[src/rtl/punc_mem_arbiter_pkg.sv]
// punc_mem_arbiter_pkg: shared encodings for the PUnC memory arbiter.
// State and owner codes plus default bus widths.
package punc_mem_arbiter_pkg;

  localparam int AW_DEF = 16;
  localparam int DW_DEF = 16;

  typedef enum logic [1:0] {
    ARB_IDLE  = 2'd0,
    ARB_ISSUE = 2'd1,
    ARB_RESP  = 2'd2
  } arb_state_t;

  typedef enum logic {
    OWN_CPU = 1'b0,
    OWN_DBG = 1'b1
  } arb_own_t;

endpackage

[src/rtl/punc_starve_counter.sv]
// punc_starve_counter: saturating count of CPU wins over a waiting dbg.
// Clear has priority over increment.
module punc_starve_counter
  import punc_mem_arbiter_pkg::*;
#(
  parameter int CW           = 3,
  parameter int STARVE_LIMIT = 4
) (
  input  logic clk,
  input  logic rst,
  input  logic i_inc,
  input  logic i_clr,
  output logic o_limit
);

  localparam logic [CW-1:0] LIM = CW'(STARVE_LIMIT);

  logic [CW-1:0] r_cnt;

  always_ff @(posedge clk) begin
    if (!rst) begin
      r_cnt <= '0;
    end else if (i_clr) begin
      r_cnt <= '0;
    end else if (i_inc && (r_cnt != LIM)) begin
      r_cnt <= r_cnt + CW'(1);
    end
  end

  assign o_limit = (r_cnt >= LIM);

endmodule

[src/rtl/punc_mem_arbiter.sv]
// punc_mem_arbiter: shares the single-port LC3 memory between CPU and dbg.
// One access in flight; CPU priority with a starvation guard for dbg.
module punc_mem_arbiter
  import punc_mem_arbiter_pkg::*;
#(
  parameter int AW           = AW_DEF,
  parameter int DW           = DW_DEF,
  parameter int STARVE_LIMIT = 4,
  parameter int CW           = 3
) (
  input  logic          clk,
  input  logic          rst,
  input  logic          cpu_req,
  input  logic          cpu_we,
  input  logic [AW-1:0] cpu_addr,
  input  logic [DW-1:0] cpu_wdata,
  output logic          cpu_gnt,
  output logic          cpu_done,
  output logic [DW-1:0] cpu_rdata,
  input  logic          dbg_req,
  input  logic          dbg_we,
  input  logic [AW-1:0] dbg_addr,
  input  logic [DW-1:0] dbg_wdata,
  output logic          dbg_gnt,
  output logic          dbg_done,
  output logic [DW-1:0] dbg_rdata,
  output logic          mem_en,
  output logic          mem_we,
  output logic [AW-1:0] mem_addr,
  output logic [DW-1:0] mem_wdata,
  input  logic [DW-1:0] mem_rdata
);

  arb_state_t    r_state;
  arb_own_t      r_own;
  logic          r_is_wr;
  logic          r_cpu_gnt, r_dbg_gnt;
  logic          r_cpu_done, r_dbg_done;
  logic          r_mem_en, r_mem_we;
  logic [AW-1:0] r_mem_addr;
  logic [DW-1:0] r_mem_wdata;
  logic [DW-1:0] r_cpu_rdata, r_dbg_rdata;

  logic          w_idle, w_start, w_limit;
  logic          w_inc, w_clr;
  arb_own_t      w_own;
  logic          w_we;
  logic [AW-1:0] w_addr;
  logic [DW-1:0] w_wdata;

  assign w_idle  = (r_state == ARB_IDLE);
  assign w_start = w_idle && (cpu_req || dbg_req);
  assign w_own   = (dbg_req && (!cpu_req || w_limit)) ? OWN_DBG : OWN_CPU;
  assign w_we    = (w_own == OWN_DBG) ? dbg_we    : cpu_we;
  assign w_addr  = (w_own == OWN_DBG) ? dbg_addr  : cpu_addr;
  assign w_wdata = (w_own == OWN_DBG) ? dbg_wdata : cpu_wdata;

  // A CPU win only counts as a loss for dbg if dbg was actually waiting.
  assign w_inc = w_start && (w_own == OWN_CPU) && dbg_req;
  assign w_clr = (w_start && (w_own == OWN_DBG)) || (w_idle && !dbg_req);

  punc_starve_counter #(
    .CW          (CW),
    .STARVE_LIMIT(STARVE_LIMIT)
  ) u_starve (
    .clk    (clk),
    .rst    (rst),
    .i_inc  (w_inc),
    .i_clr  (w_clr),
    .o_limit(w_limit)
  );

  always_ff @(posedge clk) begin
    if (!rst) begin
      r_state     <= ARB_IDLE;
      r_own       <= OWN_CPU;
      r_is_wr     <= 1'b0;
      r_cpu_gnt   <= 1'b0;
      r_dbg_gnt   <= 1'b0;
      r_cpu_done  <= 1'b0;
      r_dbg_done  <= 1'b0;
      r_mem_en    <= 1'b0;
      r_mem_we    <= 1'b0;
      r_mem_addr  <= '0;
      r_mem_wdata <= '0;
      r_cpu_rdata <= '0;
      r_dbg_rdata <= '0;
    end else begin
      r_cpu_gnt  <= 1'b0;
      r_dbg_gnt  <= 1'b0;
      r_cpu_done <= 1'b0;
      r_dbg_done <= 1'b0;
      r_mem_en   <= 1'b0;
      r_mem_we   <= 1'b0;
      unique case (r_state)
        ARB_IDLE: begin
          if (w_start) begin
            r_own       <= w_own;
            r_is_wr     <= w_we;
            r_mem_en    <= 1'b1;
            r_mem_we    <= w_we;
            r_mem_addr  <= w_addr;
            r_mem_wdata <= w_wdata;
            r_cpu_gnt   <= (w_own == OWN_CPU);
            r_dbg_gnt   <= (w_own == OWN_DBG);
            r_state     <= ARB_ISSUE;
          end
        end
        ARB_ISSUE: begin
          r_state <= ARB_RESP;
        end
        ARB_RESP: begin
          if (!r_is_wr && (r_own == OWN_CPU)) r_cpu_rdata <= mem_rdata;
          if (!r_is_wr && (r_own == OWN_DBG)) r_dbg_rdata <= mem_rdata;
          r_cpu_done <= (r_own == OWN_CPU);
          r_dbg_done <= (r_own == OWN_DBG);
          r_state    <= ARB_IDLE;
        end
        default: r_state <= ARB_IDLE;
      endcase
    end
  end

  assign cpu_gnt   = r_cpu_gnt;
  assign dbg_gnt   = r_dbg_gnt;
  assign cpu_done  = r_cpu_done;
  assign dbg_done  = r_dbg_done;
  assign cpu_rdata = r_cpu_rdata;
  assign dbg_rdata = r_dbg_rdata;
  assign mem_en    = r_mem_en;
  assign mem_we    = r_mem_we;
  assign mem_addr  = r_mem_addr;
  assign mem_wdata = r_mem_wdata;

endmodule
[config.mk]
export PLATFORM = sky130hd
export DESIGN_NAME = punc_mem_arbiter
export DESIGN_NICKNAME = d
export VERILOG_FILES = /design/src/rtl/punc_mem_arbiter_pkg.sv /design/src/rtl/punc_starve_counter.sv /design/src/rtl/punc_mem_arbiter.sv
export SDC_FILE = /design/constraint.sdc
export NUM_CORES = 1
export LEC_CHECK = 0
export ABC_AREA = 1
export CORE_MARGIN = 10
export CORE_UTILIZATION = 25
export DETAILED_ROUTE_END_ITERATION = 8
export MAX_ROUTING_LAYER = met4
export SYNTH_ARGS = -nofsm -noshare
export SYNTH_HDL_FRONTEND = slang
export SYNTH_HIERARCHICAL = 1
export SYNTH_SLANG_ARGS = --single-unit
[constraint.sdc]
create_clock -name clk -period 4.14 [get_ports clk]
set_input_delay 0.414 -clock clk [delete_from_list [all_inputs] [get_ports clk]]
set_output_delay 0.414 -clock clk [all_outputs]
set_load 0.02 [all_outputs]
==> impl_metrics.env <==
export IMPL_crit_required_ns=4.37
export IMPL_worstRegToRegCells=6
export IMPL_setup_violations_final=0
export IMPL_hpwl_mm=9.11
export IMPL_worst_path_max_fanout=28
export IMPL_cts_buffers=9
export IMPL_viasPerCell=4.42
export IMPL_start_util_pct=25.9
export IMPL_cp_buffers_inverters=2
export IMPL_fin_nets=689
export IMPL_grt_max_degree=47
export IMPL_fmax_mhz=432
export IMPL_synth_nets=548
export IMPL_synth_compound_area_share_pct=6.09
export IMPL_dieArea_um2=18200
export IMPL_power_density_nw_per_um2=382
export IMPL_grtUsageTotal_pct=13.4
export IMPL_synth_top_area_share_pct=46.6
export IMPL_die_w_um=135
export IMPL_syn_cell_area_um2=3310
export IMPL_insertion_delay_ns=0.34
export IMPL_tns_ns=0
export IMPL_sw_frac_of_total_pct=27.8
export IMPL_syn_to_final_growth_pct=58.0
export IMPL_use_met3_pct=2.82
export IMPL_peakVddDrop_mv=0.169
export IMPL_clock_sinks=77
export IMPL_crit_type="primary input to flip-flop"
export IMPL_status="finished clean"
export IMPL_cts_htree_levels=3
export IMPL_cts_hold_buf=0
export IMPL_cp_data_arrival_time_ns=2.54
export IMPL_grt_busiest_layer="met2"
export IMPL_fin_util_pct=40.9
export IMPL_r2r_slack_ns=2.09
export IMPL_wl_per_cell_um=15.6
export IMPL_clk_pin_slew_ns=0.05
export IMPL_timing_rr_end="mem_wdata[8]"
export IMPL_syn_inst=460
export IMPL_vias=3435
export IMPL_ys_types=23
export IMPL_crit_top_cell="nand2_1"
export IMPL_ys_seq_area_share_pct=46.6
export IMPL_grt_overflow=0
export IMPL_cap_violations=0
export IMPL_finalHoldViolCount=0
export IMPL_layout_common_cells="154 x clkdlybuf4s50_1, 95 x nand2_1, 77 x dfxtp_1"
export IMPL_path_delay_family="simple AND/OR/NAND/NOR gates"
export IMPL_detail_route_antenna_nets=0
export IMPL_synth_simple_gate_area_share_pct=36.7
export IMPL_synth_top_family_by_area="simple AND/OR/NAND/NOR gates"
export IMPL_cts_setup_buffers=0
export IMPL_io_pins=156
export IMPL_ys_seq_elements=77
export IMPL_rsz0062_at_grt="no"
export IMPL_synthAdderAreaFrac_pct=0.757
export IMPL_p_leak_nw=2.23
export IMPL_endpoint_kind="flip-flop"
export IMPL_switchingPower_mw=0.554
export IMPL_cp_slowest_stage_delay_ns=0.57
export IMPL_drive_above_1_share_pct=5.78
export IMPL_synth_top_area_cell="dfxtp_1"
export IMPL_slowest_stage="clkdlybuf4s50_1"
export IMPL_synthTopCellsByArea="dfxtp_1 47%, nand2_1 11%, nand3_1 9.2%"
export IMPL_drt_first_pass_iters=7
export IMPL_hp_class="flip-flop to flip-flop"
export IMPL_crit_path_start_kind="primary input"
export IMPL_drcViolationCount=0
export IMPL_rows=41
export IMPL_cts_tree="yes"
export IMPL_cp_startpoint="cpu_req"
export IMPL_r2r_start="r_state[1]"
export IMPL_coreArea_um2=12800
export IMPL_min_period_over_period_pct=55.9
export IMPL_place_gp_congestion=0.767
export IMPL_syn_area_per_cell_um2=7.19
export IMPL_wl_mm=12.2
export IMPL_grt_first_pass_wirelength_mm=18.6
export IMPL_tightest_slew_ns=0.992
export IMPL_whs_ns=0.484
export IMPL_clockBufferDepth=2
export IMPL_drt_initial_drc_count=171
export IMPL_pwr_share_seq_pct=40.8
export IMPL_min_period_ns=2.31
export IMPL_path_depth=10
export IMPL_insertedDiodeCount=0
export IMPL_slew_headroom_pct=33.6
export IMPL_grt_pass1_vias=3380
export IMPL_combPwrFrac_pct=21.2
export IMPL_fin_cells=778
export IMPL_dp_cells=762
export IMPL_finalMaxSlewViolations=0
export IMPL_clock_skew_ns=0.00879
export IMPL_gr_usage_met1_pct=14.5
export IMPL_chipHeight_um=135
export IMPL_final_common_cell="clkdlybuf4s50_1"
export IMPL_yosysWarnings=6
export IMPL_antenna_found_initial=0
export IMPL_root_buffer="clkbuf_16"
export IMPL_p_int_mw=1.44
export IMPL_cts_resized_gates=0
export IMPL_synth_xor_area_share_pct=0
export IMPL_endpoint="u_starve/r_cnt[2]"
export IMPL_grt_use_met2_pct=22.8
export IMPL_io_buffers=155
export IMPL_clockPowerShare_pct=38.0
export IMPL_synth_mux_area_share_pct=0
export IMPL_crit_chain="clkdlybuf4s50_1 > nand2_2 > nand2_1 > nand2_1 > nor2_1 > nand2_1 > clkinv_1 > nand2_1 > nand2_1 > nor2_2"
## per-stage QoR
step           area [um2]  total power, mW  setup WS, ns
2_1_floorplan        3310             1.05          2.70
3_3_place_gp         4930             1.25          1.59
3_5_place_dp         4930             1.26          1.48
4_1_cts              5220             2.03          1.85
5_1_grt              5220             2.09          1.69
6_report             5220             1.99          1.83
## worst min-delay path: stages, from the launching register on
cell and delay, ns:
dfxtp_1 0.32, nor2_1 0.05, nor2_1 0.08
## layout make-up
type,count,area [um2]
clock inverters,3,18.8
clock buffers,13,270
repair buffers,158,1570
well taps,172,215
fillers,1308,7550
multi-input cells,310,1440
flip-flops and latches,77,1540
inverters,45,169
## sequential cells by signal (all words and copies together), names as in the netlist
| name | count |
|---|---|
| u_starve/r_cnt | 3 |
| cpu_rdata | 16 |
| mem_we | 1 |
| dbg_rdata | 16 |
| mem_en | 1 |
| r_state | 2 |
| cpu_gnt | 1 |
| cpu_done | 1 |
| mem_addr | 16 |
| r_is_wr | 1 |
| r_own | 1 |
| dbg_done | 1 |
| mem_wdata | 16 |
| dbg_gnt | 1 |
## how the worst min path moves through the flow
stage	startpoint	to	slack [ns]	cells after the start
finish	dbg_rdata[0]	dbg_rdata[0]	0.48	2
floorplan	r_own	cpu_done	0.44	1
CTS	cpu_rdata[1]	cpu_rdata[1]	0.49	2
global route	dbg_rdata[10]	dbg_rdata[10]	0.51	2
global placement	dbg_rdata[3]	dbg_rdata[3]	0.46	2
detailed placement	cpu_rdata[1]	cpu_rdata[1]	0.47	2
## Yosys cell counts, drive strengths merged
cell type,instances
buf,21
a21oi,3
o21ai,35
clkinv,1
dfxtp,77
nand2,99
ha,2
nor3,4
nor2,80
clkbuf,7
inv,44
nand4,26
nand3,61
## logic make-up after synthesis
logic type	after synthesis
fa+ha+maj	2
compound gates	38
simple gates	270
buf+inv	73
flops	77
## layer usage
metal / routed length [um] / vias to the layer above
li1: - / 1763
met5: 0 / -
met4: 340 / 0
met1: 4970 / 1556
met3: 586 / 24
met2: 6270 / 92
## power groups by stage
stage	Combinational [mW]	Clock, mW	Sequential (mW)
2_1_floorplan	0.167	0	0.881
3_3_place_gp	0.424	0	0.828
3_5_place_dp	0.427	0	0.831
4_1_cts	0.429	0.785	0.815
5_1_grt	0.462	0.808	0.820
6_report	0.422	0.758	0.814
No activity file was read; power rests on OpenSTA's default activity.
